File: src/rtl/ps2_host_tx.sv
// PS/2 host-to-device transmitter.
// Sends one command byte to the keyboard. The sequence is: inhibit the clock,
// request-to-send, an 11-bit frame clocked by the device, then the ACK check.
// It drives the open-drain PS2_CLK/PS2_DAT pins through output-enable lines only.
// Optional feature: define PS2_TX_RETRY_EN to retry a failed frame up to
// MAX_RETRY times before reporting oERR.
`timescale 1ns/1ps

module ps2_host_tx #(
    parameter int INHIBIT_CYCLES = 5000,
    parameter int TIMEOUT_CYCLES = 750000
`ifdef PS2_TX_RETRY_EN
    ,
    parameter int MAX_RETRY      = 2
`endif
) (
    input  logic       iCLK,
    input  logic       iRST,
    input  logic [7:0] iDATA,
    input  logic       iSEND,
    output logic       oREADY,
    output logic       oDONE,
    output logic       oERR,
    input  logic       iPS2_CLK,
    input  logic       iPS2_DAT,
    output logic       oPS2_CLK_OE,
    output logic       oPS2_DAT_OE
);

    localparam int INH_W = (INHIBIT_CYCLES > 1) ? $clog2(INHIBIT_CYCLES) : 1;
    localparam int TO_W  = (TIMEOUT_CYCLES > 1) ? $clog2(TIMEOUT_CYCLES) : 1;
    localparam logic [INH_W-1:0] INH_LAST = INH_W'(INHIBIT_CYCLES - 1);
    localparam logic [TO_W-1:0]  TO_LAST  = TO_W'(TIMEOUT_CYCLES - 1);

    typedef enum logic [2:0] {
        IDLE,
        INHIBIT,
        START,
        TX,
        ACK,
        WAITIDLE,
        FAIL
    } stateT;

    stateT state;
    stateT nextState;

    logic [1:0]       clkSync;
    logic [1:0]       datSync;
    logic             clkPrev;
    logic             clkS;
    logic             datS;
    logic             fe;

    logic [8:0]       dataLatch;
    logic [8:0]       shiftReg;
    logic [3:0]       bitIdx;
    logic             datOe;
    logic [INH_W-1:0] inhCnt;
    logic [TO_W-1:0]  toCnt;
    logic             timeout;
    logic             accept;
    logic             retryAllowed;

    assign clkS    = clkSync[1];
    assign datS    = datSync[1];
    assign fe      = clkPrev & ~clkS;
    assign timeout = (toCnt == TO_LAST);
    assign accept  = (state == IDLE) && iSEND;

    // Bring the asynchronous pin levels into the iCLK domain; idle level is high.
    always_ff @(posedge iCLK or posedge iRST) begin
        if (iRST) begin
            clkSync <= 2'b11;
            datSync <= 2'b11;
            clkPrev <= 1'b1;
        end else begin
            clkSync <= {clkSync[0], iPS2_CLK};
            datSync <= {datSync[0], iPS2_DAT};
            clkPrev <= clkS;
        end
    end

    // State register.
    always_ff @(posedge iCLK or posedge iRST) begin
        if (iRST) begin
            state <= IDLE;
        end else begin
            state <= nextState;
        end
    end

    // Next-state logic and line/handshake outputs, all decoded from the current state.
    always_comb begin
        nextState   = state;
        oREADY      = 1'b0;
        oDONE       = 1'b0;
        oERR        = 1'b0;
        oPS2_CLK_OE = 1'b0;
        oPS2_DAT_OE = 1'b0;
        case (state)
            IDLE: begin
                oREADY = 1'b1;
                if (iSEND) begin
                    nextState = INHIBIT;
                end
            end
            INHIBIT: begin
                oPS2_CLK_OE = 1'b1;
                if (inhCnt == INH_LAST) begin
                    nextState = START;
                end
            end
            START: begin
                oPS2_CLK_OE = 1'b1;
                oPS2_DAT_OE = 1'b1;
                nextState   = TX;
            end
            TX: begin
                oPS2_DAT_OE = datOe;
                if (fe) begin
                    if (bitIdx == 4'd9) begin
                        nextState = ACK;
                    end
                end else if (timeout) begin
                    nextState = FAIL;
                end
            end
            ACK: begin
                if (fe) begin
                    nextState = datS ? FAIL : WAITIDLE;
                end else if (timeout) begin
                    nextState = FAIL;
                end
            end
            WAITIDLE: begin
                if (clkS && datS) begin
                    oDONE     = 1'b1;
                    nextState = IDLE;
                end else if (!fe && timeout) begin
                    nextState = FAIL;
                end
            end
            FAIL: begin
                if (retryAllowed) begin
                    nextState = INHIBIT;
                end else begin
                    oERR      = 1'b1;
                    nextState = IDLE;
                end
            end
            default: begin
                nextState = IDLE;
            end
        endcase
    end

    // Latch the byte with odd parity on accept and shift it out one bit per device falling edge.
    always_ff @(posedge iCLK or posedge iRST) begin
        if (iRST) begin
            dataLatch <= 9'd0;
            shiftReg  <= 9'd0;
            bitIdx    <= 4'd0;
            datOe     <= 1'b0;
        end else begin
            if (accept) begin
                dataLatch <= {~^iDATA, iDATA};
            end
            case (state)
                START: begin
                    shiftReg <= dataLatch;
                    bitIdx   <= 4'd0;
                    datOe    <= 1'b1;
                end
                TX: begin
                    if (fe) begin
                        if (bitIdx < 4'd9) begin
                            datOe    <= ~shiftReg[0];
                            shiftReg <= {1'b1, shiftReg[8:1]};
                        end else begin
                            datOe <= 1'b0;
                        end
                        bitIdx <= bitIdx + 4'd1;
                    end
                end
                default: begin
                    datOe <= 1'b0;
                end
            endcase
        end
    end

    // Inhibit length counter and the inter-edge watchdog, which restarts on each edge and state change.
    always_ff @(posedge iCLK or posedge iRST) begin
        if (iRST) begin
            inhCnt <= '0;
            toCnt  <= '0;
        end else begin
            if (state == INHIBIT && nextState == INHIBIT) begin
                inhCnt <= inhCnt + INH_W'(1);
            end else begin
                inhCnt <= '0;
            end
            if (nextState != state || fe || !(state inside {TX, ACK, WAITIDLE})) begin
                toCnt <= '0;
            end else begin
                toCnt <= toCnt + TO_W'(1);
            end
        end
    end

`ifdef PS2_TX_RETRY_EN
    localparam int RETRY_W = (MAX_RETRY > 0) ? $clog2(MAX_RETRY + 1) : 1;

    logic [RETRY_W-1:0] retryCnt;

    assign retryAllowed = (retryCnt < RETRY_W'(MAX_RETRY));

    // Count retries of the current byte; a fresh accept or a successful frame starts over.
    always_ff @(posedge iCLK or posedge iRST) begin
        if (iRST) begin
            retryCnt <= '0;
        end else if (accept || oDONE) begin
            retryCnt <= '0;
        end else if (state == FAIL && retryAllowed) begin
            retryCnt <= retryCnt + RETRY_W'(1);
        end
    end
`else
    assign retryAllowed = 1'b0;
`endif

endmodule

File: config.mk
export PLATFORM = sky130hd
export DESIGN_NAME = ps2_host_tx
export DESIGN_NICKNAME = d
export VERILOG_FILES = /design/src/rtl/ps2_host_tx.sv
export SDC_FILE = /design/constraint.sdc
export NUM_CORES = 1
export LEC_CHECK = 0
export ABC_CLOCK_PERIOD_IN_PS = 2900
export CAP_MARGIN = 30
export CELL_PAD_IN_SITES_DETAIL_PLACEMENT = 0
export CELL_PAD_IN_SITES_GLOBAL_PLACEMENT = 1
export CORE_MARGIN = 4
export CORE_UTILIZATION = 47
export DETAILED_ROUTE_END_ITERATION = 16
export HOLD_SLACK_MARGIN = 0.15
export PLACE_DENSITY = 0.75
export SLEW_MARGIN = 5
export SYNTH_ARGS = -nofsm -noshare
export SYNTH_HDL_FRONTEND = slang
export SYNTH_SLANG_ARGS = --single-unit
File: constraint.sdc
create_clock -name iCLK -period 2.9 [get_ports iCLK]
set_input_delay 0.87 -clock iCLK [delete_from_list [all_inputs] [get_ports iCLK]]
set_output_delay 0.87 -clock iCLK [all_outputs]
set_load 0.005 [all_outputs]
After elaboration in Yosys (flattened, before gate mapping)

Index checks and enable logic that the tools add are counted.

Register bits: 64
Input port bits: 13
Output and inout bits: 5
Logic and storage cells: 71

Add/sub/neg operators: 3
$lt $le $gt $ge: 1
Eq/ne operators: 13
Mux-type cells: 26
Bitwise logic cells: 3
Reductions and logical operators: 15

Operators with widths:

| cell                                                                  | number |
|---|---|
| 3-bit two-way mux                                                     | 8 |
| 20-bit by 1-bit adder with 20-bit output, second input constant       | 1 |
| 20-bit equality test, second input constant                           | 1 |
| 20-bit two-way mux                                                    | 1 |
| 9-bit two-way mux                                                     | 2 |
| 3-bit one-hot mux with 6 select lines                                 | 1 |
| 9-bit one-hot mux with 2 select lines                                 | 1 |
| 13-bit by 1-bit adder with 13-bit output, second input constant       | 1 |
| 13-bit equality test, second input constant                           | 1 |
| 13-bit two-way mux                                                    | 1 |
| 3-bit equality test, second input constant                            | 3 |
| 4-bit one-hot mux with 2 select lines                                 | 1 |
| 8-bit XNOR reduction                                                  | 1 |
| 1-bit two-way mux                                                     | 7 |
| 3-bit by 1-bit equality test with 1-bit output, second input constant | 2 |
| 3-bit by 2-bit equality test with 1-bit output, second input constant | 2 |
| 4-bit by 1-bit adder with 4-bit output, second input constant         | 1 |
| 4-bit equality test, second input constant                            | 1 |
| 1-bit logical AND                                                     | 4 |
| 4-bit less-than comparator, second input constant                     | 1 |
| 4-bit two-way mux                                                     | 1 |
| 2-bit != test, second input constant                                  | 2 |
| 1-bit one-hot mux with 2 select lines                                 | 2 |
| 3-bit logical NOT                                                     | 1 |
| 11 further kinds                                                      | 14 |

Longest topological paths before layout

Gate-level depths: netlist of run 1.

Depth after elaboration: 11
Depth in mapped cells: 8
Mapped depth without buffers: 7

Worst setup path before layout of run 1

Ideal clock, no wire load.

Path kind: register to output
From: register state[2]
To: output port oPS2_DAT_OE
Arrival: 0.950 ns
Required time: 2.030 ns
Setup slack: 1.080 ns
Stages on the path, launching flop included: 4
Buffers on the path: 1
Cells stage by stage: dfrtp_1 > clkbuf_1 > nor2b_1 > o21a_1

Cells in the longest elaborated chain, start to end: 2
Elaborated cells on any way between the ends: 3
Those cells by class: 2 x eq/ne; 1 x mux

RTL lines:

| element                                        | line | text |
|---|---|---|
| start, declared                                | 45   | `stateT state;` |
| start signal, assigned                         | 89   | `state <= nextState;` |
| 3-bit by 2-bit equality test with 1-bit output | 101  | `case (state)` |
| 1-bit one-hot mux with 2 select lines (*)      | 101  |  |
| end, declared                                  | 27   | `output logic oPS2_DAT_OE` |

Every way passes the cells marked *; elsewhere a longest branch is shown, timed or not.

Worst setup path in the final report of run 1

From: register state[1]
To: output port oPS2_DAT_OE

The elaborated chain is that of the path after synthesis.

==> flow_metrics.tcl, run 1 <==
set metrics [dict create \
    r2r_start "toCnt[6]" \
    synthSimpleGateAreaFrac_pct 20.64 \
    whs_path_depth 0 \
    slew_headroom_pct 50.62 \
    diodes 0 \
    die_x_microns 89.35 \
    vias_per_cell 5.170 \
    worstMarginPinSlew_ps 735.1 \
    hp-class "register to register" \
    wire_per_inst_microns 13.60 \
    finalWorstSetupSlack_ps 162.8 \
    drv_slew 0 \
    cts_setup_buffers 0 \
    dr.pass1.iters 4 \
    outcome "complete, no violations" \
    power_density_nw_per_um2 489.5 \
    fin_util_pct 56.13 \
    maxCapViolCount 0 \
    postRouteAntennaNets 0 \
    hold_start "clkSync[0]" \
    clock_path_buffers 2 \
    hold_slack_ps 356.1 \
    crit_family "buffers and inverters" \
    syn_area_per_cell_sq_um 10.16 \
    mappedNetlistNets 324 \
    worstSetupPathType "register to primary output" \
    setup_viol 0 \
    netlist_instances 306 \
    area_delta_synth_final_pct 15.25 \
    grt_max_degree 38 \
    grt_overflow 0 \
    clock-root-buffer "clkbuf_8" \
    clock-sinks 64 \
    cp.depth 3 \
    worstPathRequired_ps 2030 \
    dpl.hpwl_microns 3869 \
    gr-usage-met1_pct 24.24 \
    synthXorXnorAreaFrac_pct 10.14 \
    crit_arrival_ps 1870 \
    cp-end-kind "primary output" \
    clk_latency_ps 340 \
    die-height_microns 89.35 \
    place_congestion 0.8387 \
    r2r_slack_ps 920 \
    fmax_mhz 365.3 \
    ios 18 \
    synth-compound-area-share_pct 6.959 \
    ys_top_cells_by_area "dfrtp_1 47%, xor2_1 5.6%, nor2_1 5.4%, xnor2_1 4.5%, dfstp_2 4.2%" \
    wl_microns 5591 \
    synthMuxAreaShare_pct 6.154 \
    fp.dieArea_sq_um 7983 \
    finalPower_mw 1.755 \
    mappedNetlistArea_sq_um 3110 \
    cpMaxStageDelayCell "clkdlybuf4s50_1" \
    p_leak_nw 1.524 \
    regToRegEndpoint "toCnt[3]" \
    clock_skew_ps 7.879 \
    initialDrtViolationCount 80 \
    finalCriticalPeriod_ps 2737 \
    rsz0062_at_grt "no" \
    fin_crit_sh_pct 94.39 \
    drive_gt1_share_pct 13.17 \
    cp_max_fo 10 \
    synth.top_cell.area_share_pct 47.47 \
    place_ws_ps 493.3 \
    core_sq_um 6386 \
    grt_pass1_vias 2022 \
    final.setup.tns_ps 0 \
    rows 29 \
    ir_drop_mv 0.2524 \
    slowest_delay_ps 490 \
    final_common_cell "dfrtp_1" \
    htreeDepth 3 \
    yosys_register_bits 64 \
    cts_made_buffers 9 \
    antenna_found_initial 0 \
    synth_adder_area_share_pct 2.011 \
    start_util_pct 48.71 \
    grt-busiest-layer "met1" \
    numPortBuffers 17 \
    ys_seq_area_share_pct 51.69 \
    whs_endpoint "clkSync[1]" \
    grt_pass1_wl_microns 9694 \
    hold_violations 0 \
    use_met2_pct 21.97 \
    critPathBufInv 1 \
    synth_warnings 0 \
    cts_tree "built" \
    cts_hold_buffers 0 \
    clk_pin_slew_ps 70 \
    mostFrequentLayoutCells "59 x dfrtp_1, 45 x nor2_1, 29 x nand2_1" \
    grtUsageMet3_pct 3.871 \
    drc 0 \
    nets 347 \
    synth_top_family_by_area "simple AND/OR/NAND/NOR gates" \
    grt_usage_pct 16.11 \
    ys_types 41 \
    path_cells "nor2b_1 > o21a_1 > clkdlybuf4s50_1" \
    yosysTopAreaCell "dfrtp_1" \
    post_cts_resized 0 \
    r2r_cells 5 \
    start_kind "register" \
    vias 2125 \
]
[synthesized netlist by cell type (all sizes together)]
library cell,count
a31oi,1
o21bai,1
nand4,8
a21oi,10
o21a,1
a22o,1
inv,9
nand3,16
a22oi,1
and2,3
clkbuf,5
o221ai,1
or3,2
nand2b,5
nor3,9
or4,1
or4b,2
and4,3
nor4,1
nor2b,4
nand2,29
ha,5
dfstp,5
o21ai,14
o22ai,2
xor2,20
buf,4
xnor2,16
dfrtp,59
mux2i,9
nor2,46
mux2,9
a21o,1
and3,2
a31o,1
[kinds of logic after synthesis]
group / after synthesis
simple gates: 131
flops: 64
xor+xnor: 36
mux: 18
buf+inv: 18
compound gates: 34
fa+ha+maj: 5
[per-stage QoR]
step                instances  area, sq um
finish                    411         3585
global route              411         3585
CTS                       411         3585
detailed placement        395         3378
global placement          395         3378
floorplan                 306         3110
[cell type report]
cell class                      instances  area [sq um]
Clock inverter                          5         55.05
Fill cell                             567          2801
Inverter                                9         33.78
Timing Repair Buffer                   21         212.7
Tap cell                               77         96.34
Sequential cell                        64          1608
Clock buffer                           11         151.4
Multi-Input combinational cell        224          1428
[power by group]
group          switching [mW]  internal (mW)  total [mW]
Combinational          0.0360         0.0314      0.0674
Clock                   0.345          0.440       0.785
Sequential            0.00294          0.899       0.902
[flip-flops by register name, indices dropped and copies added, names as in the netlist]
signal,flops
dataLatch,9
toCnt,20
datOe,1
clkSync,2
shiftReg,9
bitIdx,4
inhCnt,13
datSync,2
state,3
clkPrev,1
[per-layer routing]
layer  vias to the layer above  routed length (microns)
li1                       1089                        -
met1                      1002                     2934
met2                        29                     2399
met3                         5                      189
met4                         0                       68
met5                         -                        0
[worst max-delay path by stage]
stage                     slack (ps)     start     endpoint
after detailed placement         490  state[0]  oPS2_CLK_OE
final                            160  state[1]  oPS2_DAT_OE
after global routing              30  state[1]  oPS2_DAT_OE
after floorplan                  440      iRST    bitIdx[0]
after global placement           510  state[0]  oPS2_CLK_OE
after CTS                        110  state[0]  oPS2_CLK_OE
Note: power is estimated with default switching activity, not from simulation.
==> inputs of run 2 (changes only) <==
--- a/config.mk
+++ b/config.mk
@@ -12,7 +12,7 @@
 export CORE_MARGIN = 4
 export CORE_UTILIZATION = 47
 export DETAILED_ROUTE_END_ITERATION = 16
-export HOLD_SLACK_MARGIN = 0.15
+export HOLD_SLACK_MARGIN = 0.05
 export PLACE_DENSITY = 0.75
 export SLEW_MARGIN = 5
 export SYNTH_ARGS = -nofsm -noshare
==> results of run 2 <==
Same layout as run 1: the final DEF is identical, and so are final timing and power.
==> inputs of run 3 (changes only) <==
--- a/config.mk
+++ b/config.mk
@@ -5,15 +5,17 @@
 export SDC_FILE = /design/constraint.sdc
 export NUM_CORES = 1
 export LEC_CHECK = 0
+export ABC_AREA = 1
 export ABC_CLOCK_PERIOD_IN_PS = 2900
 export CAP_MARGIN = 30
 export CELL_PAD_IN_SITES_DETAIL_PLACEMENT = 0
 export CELL_PAD_IN_SITES_GLOBAL_PLACEMENT = 1
 export CORE_MARGIN = 4
-export CORE_UTILIZATION = 47
+export CORE_UTILIZATION = 46
 export DETAILED_ROUTE_END_ITERATION = 16
 export HOLD_SLACK_MARGIN = 0.05
-export PLACE_DENSITY = 0.75
+export PLACE_DENSITY = 0.76
+export SKIP_CTS_REPAIR_TIMING = 1
 export SLEW_MARGIN = 5
 export SYNTH_ARGS = -nofsm -noshare
 export SYNTH_HDL_FRONTEND = slang
==> flow_metrics.tcl, run 3 <==
set metrics [dict create \
    wl_microns 6157 \
    worstMarginPinSlew_ps 561.7 \
    p_leak_nw 1.669 \
    final.setup.tns_ps 0 \
    cp-end-kind "primary output" \
    cpMaxStageDelayCell "clkdlybuf4s50_1" \
    rows 31 \
    dr.pass1.iters 4 \
    fin_crit_sh_pct 95.34 \
    power_density_nw_per_um2 456.4 \
    area_delta_synth_final_pct 14.22 \
    netlist_instances 390 \
    slew_headroom_pct 62.50 \
    synth-edff-count 0 \
    initialDrtViolationCount 92 \
    hold_violations 0 \
    largest_register_ffs 20 \
    die-height_microns 93.83 \
    yosys_register_bits 64 \
    postRouteAntennaNets 0 \
    worstPathRequired_ps 2030 \
    finalCriticalPeriod_ps 2765 \
    rsz0062_at_grt "no" \
    outcome "complete, no violations" \
    start_kind "register" \
    ys_seq_area_share_pct 47.45 \
    mostFrequentLayoutCells "87 x nand2_1, 57 x dfrtp_1, 36 x inv_1" \
    clock_path_buffers 2 \
    cp_max_fo 6 \
    mappedNetlistNets 408 \
    start_util_pct 46.96 \
    synthFlopType "dfrtp_1" \
    yosysTopAreaCell "dfrtp_1" \
    clock-root-buffer "clkbuf_8" \
    clk_latency_ps 340 \
    nets 432 \
    wire_per_inst_microns 11.89 \
    largest_register "toCnt" \
    largestRegisters "toCnt x20, inhCnt x13" \
    syn_area_per_cell_sq_um 8.688 \
    diodes 0 \
    grt_pass1_vias 2462 \
    vias_per_cell 4.836 \
    async_reset_ff_share_pct 100.0 \
    slowest_delay_ps 490 \
    dpl.hpwl_microns 4557 \
    die_x_microns 93.83 \
    drv_slew 0 \
    ios 18 \
    place_congestion 0.8802 \
    worstSetupPathType "register to primary output" \
    setup_viol 0 \
    numPortBuffers 17 \
    cts_made_buffers 9 \
    hp-class "register to register" \
    ir_drop_mv 0.2386 \
    path_cells "inv_2 > nand2_1 > nor2_2 > inv_1 > nand2_1 > clkdlybuf4s50_1" \
    drc 0 \
    final_common_cell "nand2_1" \
    fmax_mhz 361.7 \
    synthTopCellsByCount "87 x nand2_1, 59 x dfrtp_1, 37 x inv_1" \
    htreeDepth 3 \
    synth.top_cell.area_share_pct 43.57 \
    vias 2505 \
    grt_usage_pct 16.04 \
    ys_top_cells_by_area "dfrtp_1 44%, nand2_1 9.6%, nor2_2 5.0%, xor2_1 4.7%, inv_1 4.1%" \
    grt_max_degree 30 \
    crit_path_frequent_cell "nand2_1" \
    fp.dieArea_sq_um 8803 \
    grt_overflow 0 \
    synth_warnings 0 \
    drive_gt1_share_pct 19.09 \
    core_sq_um 7214 \
    crit_arrival_ps 1890 \
    clk_pin_slew_ps 70 \
    ys_types 34 \
    clock_skew_ps 15.62 \
    antenna_found_initial 0 \
    grt_pass1_wl_microns 11130 \
    cts_tree "built" \
    fin_util_pct 53.64 \
    clock-sinks 64 \
    synth_most_common_cell "nand2_1" \
    mappedNetlistArea_sq_um 3388 \
    maxCapViolCount 0 \
]
-- run 3: through the flow --
step | instances | power [mW] | area [sq um] | hold slack, ps | setup slack, ps
after global placement | 502 | 1.002 | 3666 | 348.0 | 464.1
after CTS | 518 | 1.790 | 3867 | 356.9 | 58.34
after floorplan | 390 | 0.9684 | 3388 | 345.2 | 440.2
final | 518 | 1.766 | 3870 | 356.2 | 135.0
after global routing | 518 | 1.835 | 3870 | 364.7 | 27.74
after detailed placement | 502 | 1.003 | 3666 | 347.2 | 426.1
-- run 3: logic make-up (layout without fill, tap and decap cells) --
kind of cell               after synthesis  in the layout  synth area share (%)
and+or+nand+nor                        197            197                 28.51
DFF                                     64             64                 47.45
buffers and inverters                   56             85                 7.422
AOI/OAI and AO/OA                       38             38                 7.016
xor gates and xnor gates                30             30                 7.755
adders and majority gates                5              5                 1.846
-- run 3: worst paths after layout --
kind	start	end	slack, ps	cells past startpoint
worst min register to register	datSync[0]	datSync[1]	360	0
worst max register to register	state[2]	toCnt[4]	1050	12
min in group asynchronous	iRST	inhCnt[7]	910	2
worst max-delay path	state[2]	oPS2_CLK_OE	140	6
max in group asynchronous	iRST	toCnt[11]	1420	3
worst min-delay path	datSync[0]	datSync[1]	360	0
-- run 3: layout make-up --
class	count	area, sq um
repair buffers	21	225.2
inverters	48	180.2
well taps	99	123.9
clock inverters	3	42.54
fillers	720	3344
flip-flops and latches	64	1610
multi-input cells	270	1529
clock buffers	13	158.9
-- run 3: critical path, delay by kind of cell, from the launching register on --
| kind | cells | cell delay (ps) |
|---|---|---|
| DFF | 1 | 460 |
| and+or+nand+nor | 3 | 340 |
| buffers and inverters | 3 | 760 |
-- run 3: layer usage --
| metal | wire length [microns] | GRT usage [%] | part of all wire [%] |
|---|---|---|---|
| met1 | 3091 | 22.06 | 50 |
| met2 | 2769 | 23.95 | 45 |
| met3 | 200 | 3.766 | 3.2 |
| met4 | 96 | 7.341 | 1.6 |
| met5 | 0 | 0 | 0 |
-- run 3: power by group --
part / switching, mW / leakage, nW / total, mW / internal, mW
registers: 0.00685 / 0.846 / 0.914 / 0.908
logic: 0.0358 / 0.723 / 0.0688 / 0.0330
clock network: 0.339 / 0.0996 / 0.783 / 0.444
